==> src/rtl/booth_pkg.sv <==
// Shared types and helpers for the Booth multiplier family.
// BOOTH_RADIX4_EN selects radix-4 recoding; otherwise radix-2.
package booth_pkg;

`ifdef BOOTH_RADIX4_EN
    localparam bit Radix4En = 1'b1;
`else
    localparam bit Radix4En = 1'b0;
`endif

    localparam int unsigned WinW = Radix4En ? 3 : 2;

    typedef enum logic [1:0] {IDLE, CALC, DONE} state_e;

    typedef enum logic [2:0] {OP_ZERO, OP_ADD1, OP_SUB1, OP_ADD2, OP_SUB2} booth_op_e;

    function automatic int unsigned iter_count(input int unsigned width, input bit radix4);
        return radix4 ? (width + 1) / 2 : width;
    endfunction

endpackage

==> src/rtl/booth_recode.sv <==
// Combinational Booth recoder: maps the low multiplier window to an add/sub operation.
// BOOTH_RADIX4_EN selects the 3-bit radix-4 table; otherwise the 2-bit radix-2 table.
module booth_recode
    import booth_pkg::*;
(
    input  logic [WinW-1:0] window_i,
    output booth_op_e       op_o
);

    always_comb begin
        op_o = OP_ZERO;
`ifdef BOOTH_RADIX4_EN
        unique case (window_i)
            3'b001, 3'b010: op_o = OP_ADD1;
            3'b011:         op_o = OP_ADD2;
            3'b100:         op_o = OP_SUB2;
            3'b101, 3'b110: op_o = OP_SUB1;
            default:        op_o = OP_ZERO;
        endcase
`else
        unique case (window_i)
            2'b01:   op_o = OP_ADD1;
            2'b10:   op_o = OP_SUB1;
            default: op_o = OP_ZERO;
        endcase
`endif
    end

endmodule

==> src/rtl/booth_seq_mult.sv <==
// Iterative signed Booth multiplier, one recoding step per cycle, valid/ready on both sides.
// BOOTH_RADIX4_EN switches to radix-4 (half the iterations); default build is radix-2.
module booth_seq_mult
    import booth_pkg::*;
#(
    parameter int unsigned WIDTH = 25,
    parameter int unsigned TAG_W = 43
) (
    input  logic                 clk,
    input  logic                 reset,
    input  logic                 in_valid_i,
    output logic                 in_ready_o,
    input  logic [WIDTH-1:0]     in_a_i,
    input  logic [WIDTH-1:0]     in_b_i,
    input  logic [TAG_W-1:0]     in_tag_i,
    output logic                 out_valid_o,
    input  logic                 out_ready_i,
    output logic [2*WIDTH-1:0]   out_product_o,
    output logic [TAG_W-1:0]     out_tag_o,
    output logic                 busy_o
);

    localparam int unsigned Iter  = iter_count(WIDTH, Radix4En);
    localparam int unsigned AW    = Radix4En ? ((WIDTH + 1) / 2) * 2 : WIDTH;
    localparam int unsigned UW    = Radix4En ? WIDTH + 2 : WIDTH + 1;
    localparam int unsigned LW    = AW + 1;
    localparam int unsigned PW    = UW + LW;
    localparam int unsigned Shift = Radix4En ? 2 : 1;
    localparam int unsigned CntW  = $clog2(Iter + 1);

    state_e             state_q;
    logic [PW-1:0]      p_q;
    logic [UW-1:0]      b_q;
    logic [CntW-1:0]    cnt_q;
    logic               out_valid_q;
    logic [TAG_W-1:0]   out_tag_q;

    logic signed [AW-1:0] a_ext;
    logic [UW-1:0]        upper, upper_sum;
    logic [PW-1:0]        p_sum, p_step;
    booth_op_e            op;

    assign a_ext = AW'($signed(in_a_i));

    booth_recode u_recode (
        .window_i (p_q[WinW-1:0]),
        .op_o     (op)
    );

    always_comb begin
        upper     = p_q[PW-1 -: UW];
        upper_sum = upper;
        case (op)
            OP_ADD1: upper_sum = upper + b_q;
            OP_SUB1: upper_sum = upper - b_q;
`ifdef BOOTH_RADIX4_EN
            OP_ADD2: upper_sum = upper + (b_q << 1);
            OP_SUB2: upper_sum = upper - (b_q << 1);
`endif
            default: upper_sum = upper;
        endcase
        p_sum  = {upper_sum, p_q[LW-1:0]};
        // Arithmetic shift keeps the accumulator sign in the top bit.
        p_step = $signed(p_sum) >>> Shift;
    end

    always_ff @(posedge clk or negedge reset) begin
        if (!reset) begin
            state_q     <= IDLE;
            p_q         <= '0;
            b_q         <= '0;
            cnt_q       <= '0;
            out_valid_q <= 1'b0;
            out_tag_q   <= '0;
        end else begin
            case (state_q)
                IDLE: begin
                    if (in_valid_i) begin
                        p_q       <= {{UW{1'b0}}, a_ext, 1'b0};
                        b_q       <= UW'($signed(in_b_i));
                        out_tag_q <= in_tag_i;
                        cnt_q     <= CntW'(Iter - 1);
                        state_q   <= CALC;
                    end
                end
                CALC: begin
                    p_q <= p_step;
                    if (cnt_q == '0) begin
                        out_valid_q <= 1'b1;
                        state_q     <= DONE;
                    end else begin
                        cnt_q <= cnt_q - CntW'(1);
                    end
                end
                DONE: begin
                    if (out_ready_i) begin
                        out_valid_q <= 1'b0;
                        state_q     <= IDLE;
                    end
                end
                default: state_q <= IDLE;
            endcase
        end
    end

    assign in_ready_o    = (state_q == IDLE);
    assign busy_o        = (state_q != IDLE);
    assign out_valid_o   = out_valid_q;
    assign out_product_o = p_q[2*WIDTH:1];
    assign out_tag_o     = out_tag_q;

endmodule

==> config.mk <==
export PLATFORM = sky130hd
export DESIGN_NAME = booth_seq_mult
export DESIGN_NICKNAME = d
export VERILOG_FILES = /design/src/rtl/booth_pkg.sv /design/src/rtl/booth_recode.sv /design/src/rtl/booth_seq_mult.sv
export SDC_FILE = /design/constraint.sdc
export NUM_CORES = 1
export LEC_CHECK = 0
export ABC_AREA = 1
export ABC_CLOCK_PERIOD_IN_PS = 4800
export BUFFER_PORTS_ARGS = -buffer_cell sky130_fd_sc_hd__clkbuf_2
export CAP_MARGIN = 10
export CORE_ASPECT_RATIO = 0.7
export CORE_MARGIN = 2
export CORE_UTILIZATION = 35
export CTS_CLUSTER_SIZE = 24
export DETAILED_ROUTE_END_ITERATION = 6
export GPL_ROUTABILITY_DRIVEN = 0
export HOLD_SLACK_MARGIN = 0.15
export PLACE_DENSITY = 0.59
export SYNTH_ARGS = -nofsm -noshare
export SYNTH_HDL_FRONTEND = slang
export SYNTH_SLANG_ARGS = --single-unit
==> constraint.sdc <==
create_clock -name clk -period 4.8 [get_ports clk]
set_input_delay 0.96 -clock clk [delete_from_list [all_inputs] [get_ports clk]]
set_output_delay 0.96 -clock clk [all_outputs]
set_load 0.01 [all_outputs]
==> flow_summary.yaml, run 1 <==
clock_network:
  clock_path_buffers: 2
  cts_resized: 0
  cts_tree: "done"
  clk-insertion-delay-late_ps: 420
  cts_hold_buf: 0
  cts_setup_buffers: 0
  root_buffer: "clkbuf_16"
  cts_buffers: 17
  clk_pin_slew_ps: 60
  numClockSinks: 127
  htreeDepth: 4
worst_setup_path:
  worst-r2r-setup-slack_ps: 1580
  arrival_ps: 3570
  critical_path.max_fanout: 22
  r2r-start: "p_q[0]"
  worst-setup-path-type: "register to register"
  cp-end-kind: "register"
  worstSetupStartpointType: "register"
  crit_start: "p_q[0]"
  required_ps: 5140
global_routing:
  grt_max_degree: 72
  antenna_found_initial: 0
  grt_pass1_vias: 6448
  grt_pass1_wl_mm: 35.9
  overflow: 0
  grt.total_usage_pct: 18.3
routing:
  drtIter0Drc: 512
  drt_first_pass_iters: 5
  drc_errors: 0
  ant_nets: 0
  viasPerCell: 4.73
  vias: 7092
  drt-total-wl_mm: 22.6
  wire_per_inst_microns: 15.1
logic_synthesis:
  synthCells: 1030
  synth_warnings: 0
  ys_seq_area_share_pct: 38.3
  synth_fp_nets: 1157
  ys_ff_latch: 127
  syn_area_sq_mm: 0.00830
  syn_avg_cell_area_sq_um: 8.06
  synth_cell_type_count: 44
die:
  initial_core_util_pct: 35.4
  die_w_microns: 188
  dieArea_sq_mm: 0.0250
  pin_count: 193
  core_sq_mm: 0.0235
  fp-row-count: 47
  die_h_microns: 133
cells_and_area:
  areaGrowthSynthToFinish_pct: 17.8
  nets: 1294
  insertedDiodeCount: 0
  nFillCells: 2437
  drive_gt1_share_pct: 25.8
timing:
  finalSetupTns_ps: 0
  slew_violations: 0
  setup_violations: 0
  rsz0062_at_grt: "false"
  period_share_pct: 67.2
  skew_ps: 6.69
  fin_crit_ps: 3220
  tightest_slew_ps: 1050
  hold_viol_final: 0
  max_freq_ghz: 0.310
  slew_headroom_pct: 30.3
place:
  dp_hpwl_mm: 17.2
  io_buffers: 192
flow_run:
  drv_cap: 0
min_path:
  min_from: "cnt_q[0]"
  hold_path.class: "register to register"
outcome:
  status: "finished, final reports clean"
## cell usage after synthesis (all sizes together)
| cell type | count | share of area, % |
|---|---|---|
| nand2 | 261 | 12 |
| inv | 128 | 5.8 |
| dfrtp | 127 | 38 |
| nand3 | 92 | 5.5 |
| nor2 | 83 | 4.5 |
| buf | 70 | 6.2 |
| a21oi | 58 | 3.5 |
| mux2 | 58 | 9.2 |
| ha | 29 | 4.4 |
| xor2 | 19 | 2.0 |
| o21ai | 18 | 1.1 |
| or2 | 16 | 1.2 |
| a21boi | 12 | 1.1 |
| xnor2 | 10 | 1.1 |
| clkbuf | 8 | 0.36 |
| nand4 | 8 | 0.60 |
| nand3b | 7 | 0.63 |
| a2bb2oi | 6 | 0.63 |
| and2 | 4 | 0.30 |
| nor3 | 3 | 0.18 |
| o211ai | 3 | 0.33 |
| o22ai | 3 | 0.23 |
| a22oi | 2 | 0.18 |
| a221oi | 1 | 0.11 |
| fa | 1 | 0.24 |
| nor4 | 1 | 0.075 |
| o22a | 1 | 0.11 |
| o31ai | 1 | 0.091 |
## layout by cell type (no fill, tap or decap), types with 3 or more instances in the layout
cell type and count:
nand2_1 257, clkbuf_2 191, dfrtp_1 127, inv_1 125, nand3_1 92, nor2_1 75, a21oi_1 57, mux2_4 30
ha_1 29, mux2_2 24, xor2_1 19, o21ai_0 17, clkbuf_16 17, a21boi_1 11, xnor2_1 10, nand4_1 8
or2_2 7, or2_0 7, nand3b_1 7, a2bb2oi_1 6, and2_1 4, mux2_1 4, clkinv_2 4, bufinv_16 4
buf_4 4, nor2_4 3, nor2_2 3, nand2_2 3, nor3_1 3, o22ai_1 3, clkinvlp_4 3
## stage by stage
step | hold WS (ps) | setup slack (ps) | cells | utilization [%] | area, sq um
after floorplan | 462 | 2170 | 1030 | - | 8300
after CTS | 494 | 1610 | 1498 | 41.7 | 9770
final | 493 | 1580 | 1498 | 41.7 | 9770
after global placement | 481 | 1600 | 1466 | 39.0 | 9150
after global routing | 518 | 1170 | 1498 | 41.7 | 9770
after detailed placement | 482 | 1540 | 1466 | 39.0 | 9150
## state kept, by name, summed over array words and instances (netlist names)
register and cells:
p_q 51, b_q 25, state_q 2, out_tag_o 43, out_valid_o 1, cnt_q 5
## layer usage
metal	up-vias	wire [microns]	global-route usage, %
li1	3547	-	-
met1	3295	11800	29.1
met2	235	8790	23.8
met3	15	1830	5.38
met4	0	221	3.67
met5	-	0	0
## worst max-delay path: stages, from the launching register on
cell and delay (ps):
dfrtp_1 350, inv_1 70, ha_1 140, buf_4 240, inv_1 180, nand2_2 150, o211ai_2 110, nor2_2 170
nand2_1 120, nor2_1 160, xor2_1 90, ha_1 360, nand2_1 110, nor2_1 210, nand2_1 130, nor2_1 120
nand2_1 90, nand4_1 120, nand3_1 80, a21boi_1 130
## path summary, 6_finish.rpt
check | to | cells after the start
setup / recovery | p_q[46] | 19
setup reg to reg | p_q[46] | 19
max in group asynchronous | p_q[2] | 2
min in group asynchronous | b_q[21] | 1
hold / removal | cnt_q[0] | 1
hold reg to reg | cnt_q[0] | 1
## cell type report
| type | count | area (sq um) | area share, % |
|---|---|---|---|
| tap | 318 | 398 | 4.07 |
| inverter | 128 | 483 | 4.94 |
| clock inverter | 11 | 163 | 1.66 |
| clock buffer | 21 | 460 | 4.71 |
| multi-input combinational | 697 | 4090 | 41.9 |
| timing repair buffer | 196 | 997 | 10.2 |
| sequential | 127 | 3180 | 32.5 |
## kinds of logic (layout without fill, tap and decap cells)
group	Yosys count	after routing	share of synthesized area, %
flip-flops	127	127	38.3
buffers and inverters	206	356	12.4
adder cells (fa/ha/maj)	30	30	4.61
AND/OR/NAND/NOR	475	475	25.0
AO/OA/AOI/OAI	105	105	7.39
XOR/XNOR	29	29	3.06
multiplexers	58	58	9.23
Power of run 1 is not shown: default switching activity piles up to over one toggle a cycle in this logic, so the estimate is an artifact.
==> run 2: changes to the inputs <==
- ABC_CLOCK_PERIOD_IN_PS: 4800 -> 2900
- PLACE_DENSITY: 0.59 -> 0.61
- clock period: 4.8 -> 2.9 ns (I/O delays scaled with it)
==> flow_summary.yaml, run 2 (same netlist as run 1, synthesis figures left out) <==
flow_run:
  drv_cap: 0
worst_setup_path:
  cp_top_family: "simple AND/OR/NAND/NOR gates"
  worstSetupStartpointType: "register"
  required_ps: 3250
  cp-end-kind: "register"
  slowest_delay_ps: 390
  r2r-start: "b_q[0]"
  path_cells: "inv_2 -> ha_4 -> nand2_4 -> nor2_4 -> buf_4 -> nand4_1 -> xor2_1 -> nand2_1 -> o21ai_0 -> ha_1 -> buf_4 -> buf_4 -> nand3_1 -> nand2_1 -> a21oi_2 -> nand3_1 -> nand2_1 -> nand3_1 -> a21boi_1"
  worst-r2r-setup-slack_ps: 40
  cp_num_buf_inv: 4
  critical-path-slowest-cell: "dfrtp_1"
  reg2reg_to: "p_q[49]"
  critical_path.max_fanout: 3
  reg2reg_depth: 19
  worst-setup-path-type: "register to register"
  arrival_ps: 3210
cells_and_area:
  final_cell_mix: "234 x nand2_1, 191 x clkbuf_2, 127 x dfrtp_1, 120 x inv_1, 88 x nand3_1"
  areaGrowthSynthToFinish_pct: 27.0
  largest_reg_flops: 51
  mostFrequentLayoutCell: "nand2_1"
  drive_gt1_share_pct: 34.7
  stdcell_count: 1544
  insertedDiodeCount: 0
  largest-register: "p_q"
  nets: 1340
timing:
  skew_ps: 20.0
  fin_crit_ps: 2860
  slew_headroom_pct: 56.2
  rsz0062_at_grt: "true"
  slew_violations: 0
  finalSetupTns_ps: 0
  max_freq_ghz: 0.350
  tightest_slew_ps: 655
  setup_violations: 0
  hold_viol_final: 0
  period_share_pct: 98.6
routing:
  vias: 7424
  viasPerCell: 4.81
  drt_first_pass_iters: 5
  drtIter0Drc: 578
  ant_nets: 0
  wire_per_inst_microns: 15.7
  drt-total-wl_mm: 24.3
  drc_errors: 0
clock_network:
  clk_pin_slew_ps: 60
  clock_path_buffers: 2
  htreeDepth: 4
  cts_buffers: 17
  numClockSinks: 127
  root_buffer: "clkbuf_16"
  clk-insertion-delay-late_ps: 440
  cts_tree: "done"
min_path:
  min_from: "out_ready_i"
  min_path_cells: 2
  hold_path.class: "primary input to register"
  min_to: "out_valid_o"
die:
  die_w_microns: 188
  dieArea_sq_mm: 0.0250
  initial_core_util_pct: 35.4
  fp-row-count: 47
  die_h_microns: 133
  pin_count: 193
  core_sq_mm: 0.0235
place:
  dp_hpwl_mm: 17.8
  io_buffers: 192
  place_inst: 1502
global_routing:
  grt_pass1_wl_mm: 37.5
  overflow: 0
  grt.total_usage_pct: 19.2
  antenna_found_initial: 0
  grt_pass1_vias: 6833
  grt_max_degree: 71
outcome:
  status: "finished, final reports clean"
==> run 2: through the flow <==
step / area, sq um / utilization, % / hold WS [ps] / setup slack (ps)
global placement: 9460 / 40.3 / 480 / -37.1
floorplan: 8300 / - / 284 / 271
CTS: 10100 / 43.1 / 342 / -10.1
finish: 10500 / 44.9 / 360 / 40.3
global route: 10500 / 44.9 / 362 / -171
detailed placement: 9460 / 40.3 / 484 / -78.0
==> run 2: area by class of cell <==
type	count	area, sq um
clock inverters	14	164
clock buffers	18	439
flip-flops and latches	127	3180
repair buffers	242	1380
well taps	318	398
multi-input cells	697	4490
inverters	128	483
fillers	2313	12900
==> run 2: how the worst max path moves through the flow <==
stage            from       to  slack (ps)  cells after the start
6_report       b_q[0]  p_q[49]          40                     19
5_1_grt        b_q[2]  p_q[41]        -170                     17
4_1_cts        b_q[1]  p_q[47]         -10                     21
3_5_place_dp   b_q[1]  p_q[46]         -80                     20
3_3_place_gp   b_q[1]  p_q[46]         -40                     20
2_1_floorplan  p_q[0]  p_q[37]         270                     16
==> run 2: routing by layer <==
metal | share of wire (%) | vias up | wire length, microns | global-route usage, %
met5 | 0 | - | 0 | 0
met3 | 9.4 | 26 | 2270 | 5.49
met4 | 1.3 | 0 | 306 | 4.55
met2 | 40 | 296 | 9800 | 26.3
li1 | - | 3629 | - | -
met1 | 49 | 3473 | 11900 | 29.4
==> run 2: timing repair <==
action,in CTS,in global routing
gates resized for setup,9,93
buffers inserted,2,7
hold endpoints to repair,41,0
pin swaps,3,42
hold buffers,1,0
endpoints found under the setup margin,6,18
==> run 2: worst reg2reg max path: stages, from the launching register on <==
cell and delay [ps]:
dfrtp_1 390, inv_2 80, ha_4 140, nand2_4 50
nor2_4 110, buf_4 120, nand4_1 210, xor2_1 230
nand2_1 60, o21ai_0 90, ha_1 320, buf_4 150
buf_4 130, nand3_1 80, nand2_1 70, a21oi_2 130
nand3_1 100, nand2_1 70, nand3_1 110, a21boi_1 150
Power of run 2 is left out for the same reason.
==> run 3: changes to the inputs <==
- CORE_MARGIN: 2 -> 5
- CORE_UTILIZATION: 35 -> 50
- PLACE_DENSITY: 0.61 -> 0.81
==> flow_summary.yaml, run 3 (same netlist as run 1, synthesis figures left out) <==
outcome:
  status: "finished with violations"
  violations: "setup timing"
timing:
  rsz0062_at_grt: "true"
  fin_ws_ps: -22.7
  max_freq_ghz: 0.342
  skew_ps: 7.12
  tightest_slew_ps: 687
  hold_viol_final: 0
  slew_headroom_pct: 54.1
  setup_violations: 1
  period_share_pct: 101
  slew_violations: 0
  fin_crit_ps: 2920
place:
  place_inst: 1395
  dp_hpwl_mm: 16.9
  io_buffers: 192
die:
  core_sq_mm: 0.0163
  initial_core_util_pct: 50.9
  die_w_microns: 164
  fp-row-count: 39
  pin_count: 193
  dieArea_sq_mm: 0.0193
  die_h_microns: 118
flow_run:
  drv_cap: 0
worst_setup_path:
  worstSetupStartpointType: "register"
  cp_num_buf_inv: 3
  crit_top_cell: "nand2_1"
  worst-setup-path-type: "register to register"
  required_ps: 3220
  path_cells: "inv_2 -> ha_4 -> nand2_2 -> nor2_2 -> nand2_1 -> nand2_2 -> o211ai_4 -> nor2_4 -> o21ai_2 -> nor3_2 -> nor2_1 -> ha_1 -> buf_4 -> a21oi_1 -> o21ai_1 -> a21oi_2 -> nand3_1 -> inv_1 -> nand2_1 -> nand3_1 -> nand2_1"
  cp_top_family: "simple AND/OR/NAND/NOR gates"
  critical_path.max_fanout: 4
  critical-path-slowest-cell: "dfrtp_1"
  cp-end-kind: "register"
  worst-path-stages: 21
  reg2reg_depth: 21
  slowest_delay_ps: 390
  arrival_ps: 3240
cells_and_area:
  largest_reg_flops: 51
  nets: 1335
  largest-register: "p_q"
  stdcell_count: 1446
  mostFrequentLayoutCell: "nand2_1"
  final_cell_mix: "230 x nand2_1, 191 x clkbuf_2, 127 x dfrtp_1, 120 x inv_1, 87 x nand3_1"
  nFillCells: 1360
  insertedDiodeCount: 0
  drive_gt1_share_pct: 35.2
  areaGrowthSynthToFinish_pct: 25.2
clock_network:
  clock_path_buffers: 2
  cts_tree: "done"
  clk_pin_slew_ps: 60
  cts_buffers: 17
  numClockSinks: 127
  clk-insertion-delay-late_ps: 430
  root_buffer: "clkbuf_16"
  htreeDepth: 4
routing:
  drt-total-wl_mm: 23.8
  drtIter0Drc: 722
  vias: 7572
  wire_per_inst_microns: 16.4
  viasPerCell: 5.24
  ant_nets: 0
  drc_errors: 0
  drt_first_pass_iters: 5
global_routing:
  grt_pass1_vias: 7085
  overflow: 0
  grt_max_degree: 85
  grt.total_usage_pct: 23.5
  antenna_found_initial: 0
  grt_pass1_wl_mm: 36.5
min_path:
  hold_path.class: "primary input to register"
  min_path_cells: 2
run 3: worst register-to-register path: stages (launching register included):
cell	delay (ps)
dfrtp_1	390
inv_2	80
ha_4	130
nand2_2	40
nor2_2	110
nand2_1	70
nand2_2	120
o211ai_4	100
nor2_4	140
o21ai_2	110
nor3_2	190
nor2_1	70
ha_1	360
buf_4	160
a21oi_1	160
o21ai_1	110
a21oi_2	130
nand3_1	110
inv_1	60
nand2_1	50
nand3_1	60
nand2_1	50
run 3: final timing paths:
path | start | end | slack, ps
setup reg to reg | b_q[0] | p_q[50] | -20
min in group asynchronous | reset | p_q[40] | 550
max in group asynchronous | reset | p_q[29] | 1640
hold / removal | in_tag_i[40] | out_tag_o[40] | 370
hold reg to reg | out_tag_o[40] | out_tag_o[40] | 490
setup / recovery | b_q[0] | p_q[50] | -20
run 3: repair_timing:
action	4_1_cts	5_1_grt
hold buffers	1	0
pin swaps	6	37
setup endpoints to repair	8	18
endpoints found under the hold margin	12	0
gates resized for setup	16	94
setup buffers	3	15
run 3: routing by layer:
metal,vias to the layer above,GRT usage [%],share of wire (%)
met4,0,6.55,1.8
met5,-,0,0
met1,3525,33.8,43
li1,3621,-,-
met2,386,34.0,44
met3,40,7.60,11
run 3: cell type report:
class,count,area (sq um),share of cell area (%)
inverter,128,483,4.65
multi-input combinational,697,4510,43.4
clock inverter,14,168,1.61
timing repair buffer,237,1340,12.9
tap,225,282,2.71
clock buffer,18,439,4.23
sequential,127,3180,30.6
run 3: metrics by stage:
step | TNS (ps) | hold slack [ps] | util (%) | cell area [sq um] | setup slack [ps]
CTS | 0 | 355 | 60.8 | 9900 | 3.81
global placement | 0 | 446 | 56.6 | 9220 | 5.83
floorplan | 0 | 284 | - | 8300 | 271
finish | -22.7 | 366 | 63.8 | 10400 | -22.7
global route | -1470 | 358 | 63.8 | 10400 | -207
detailed placement | -193 | 450 | 56.6 | 9220 | -90.3
Power of run 3 is left out for the same reason.
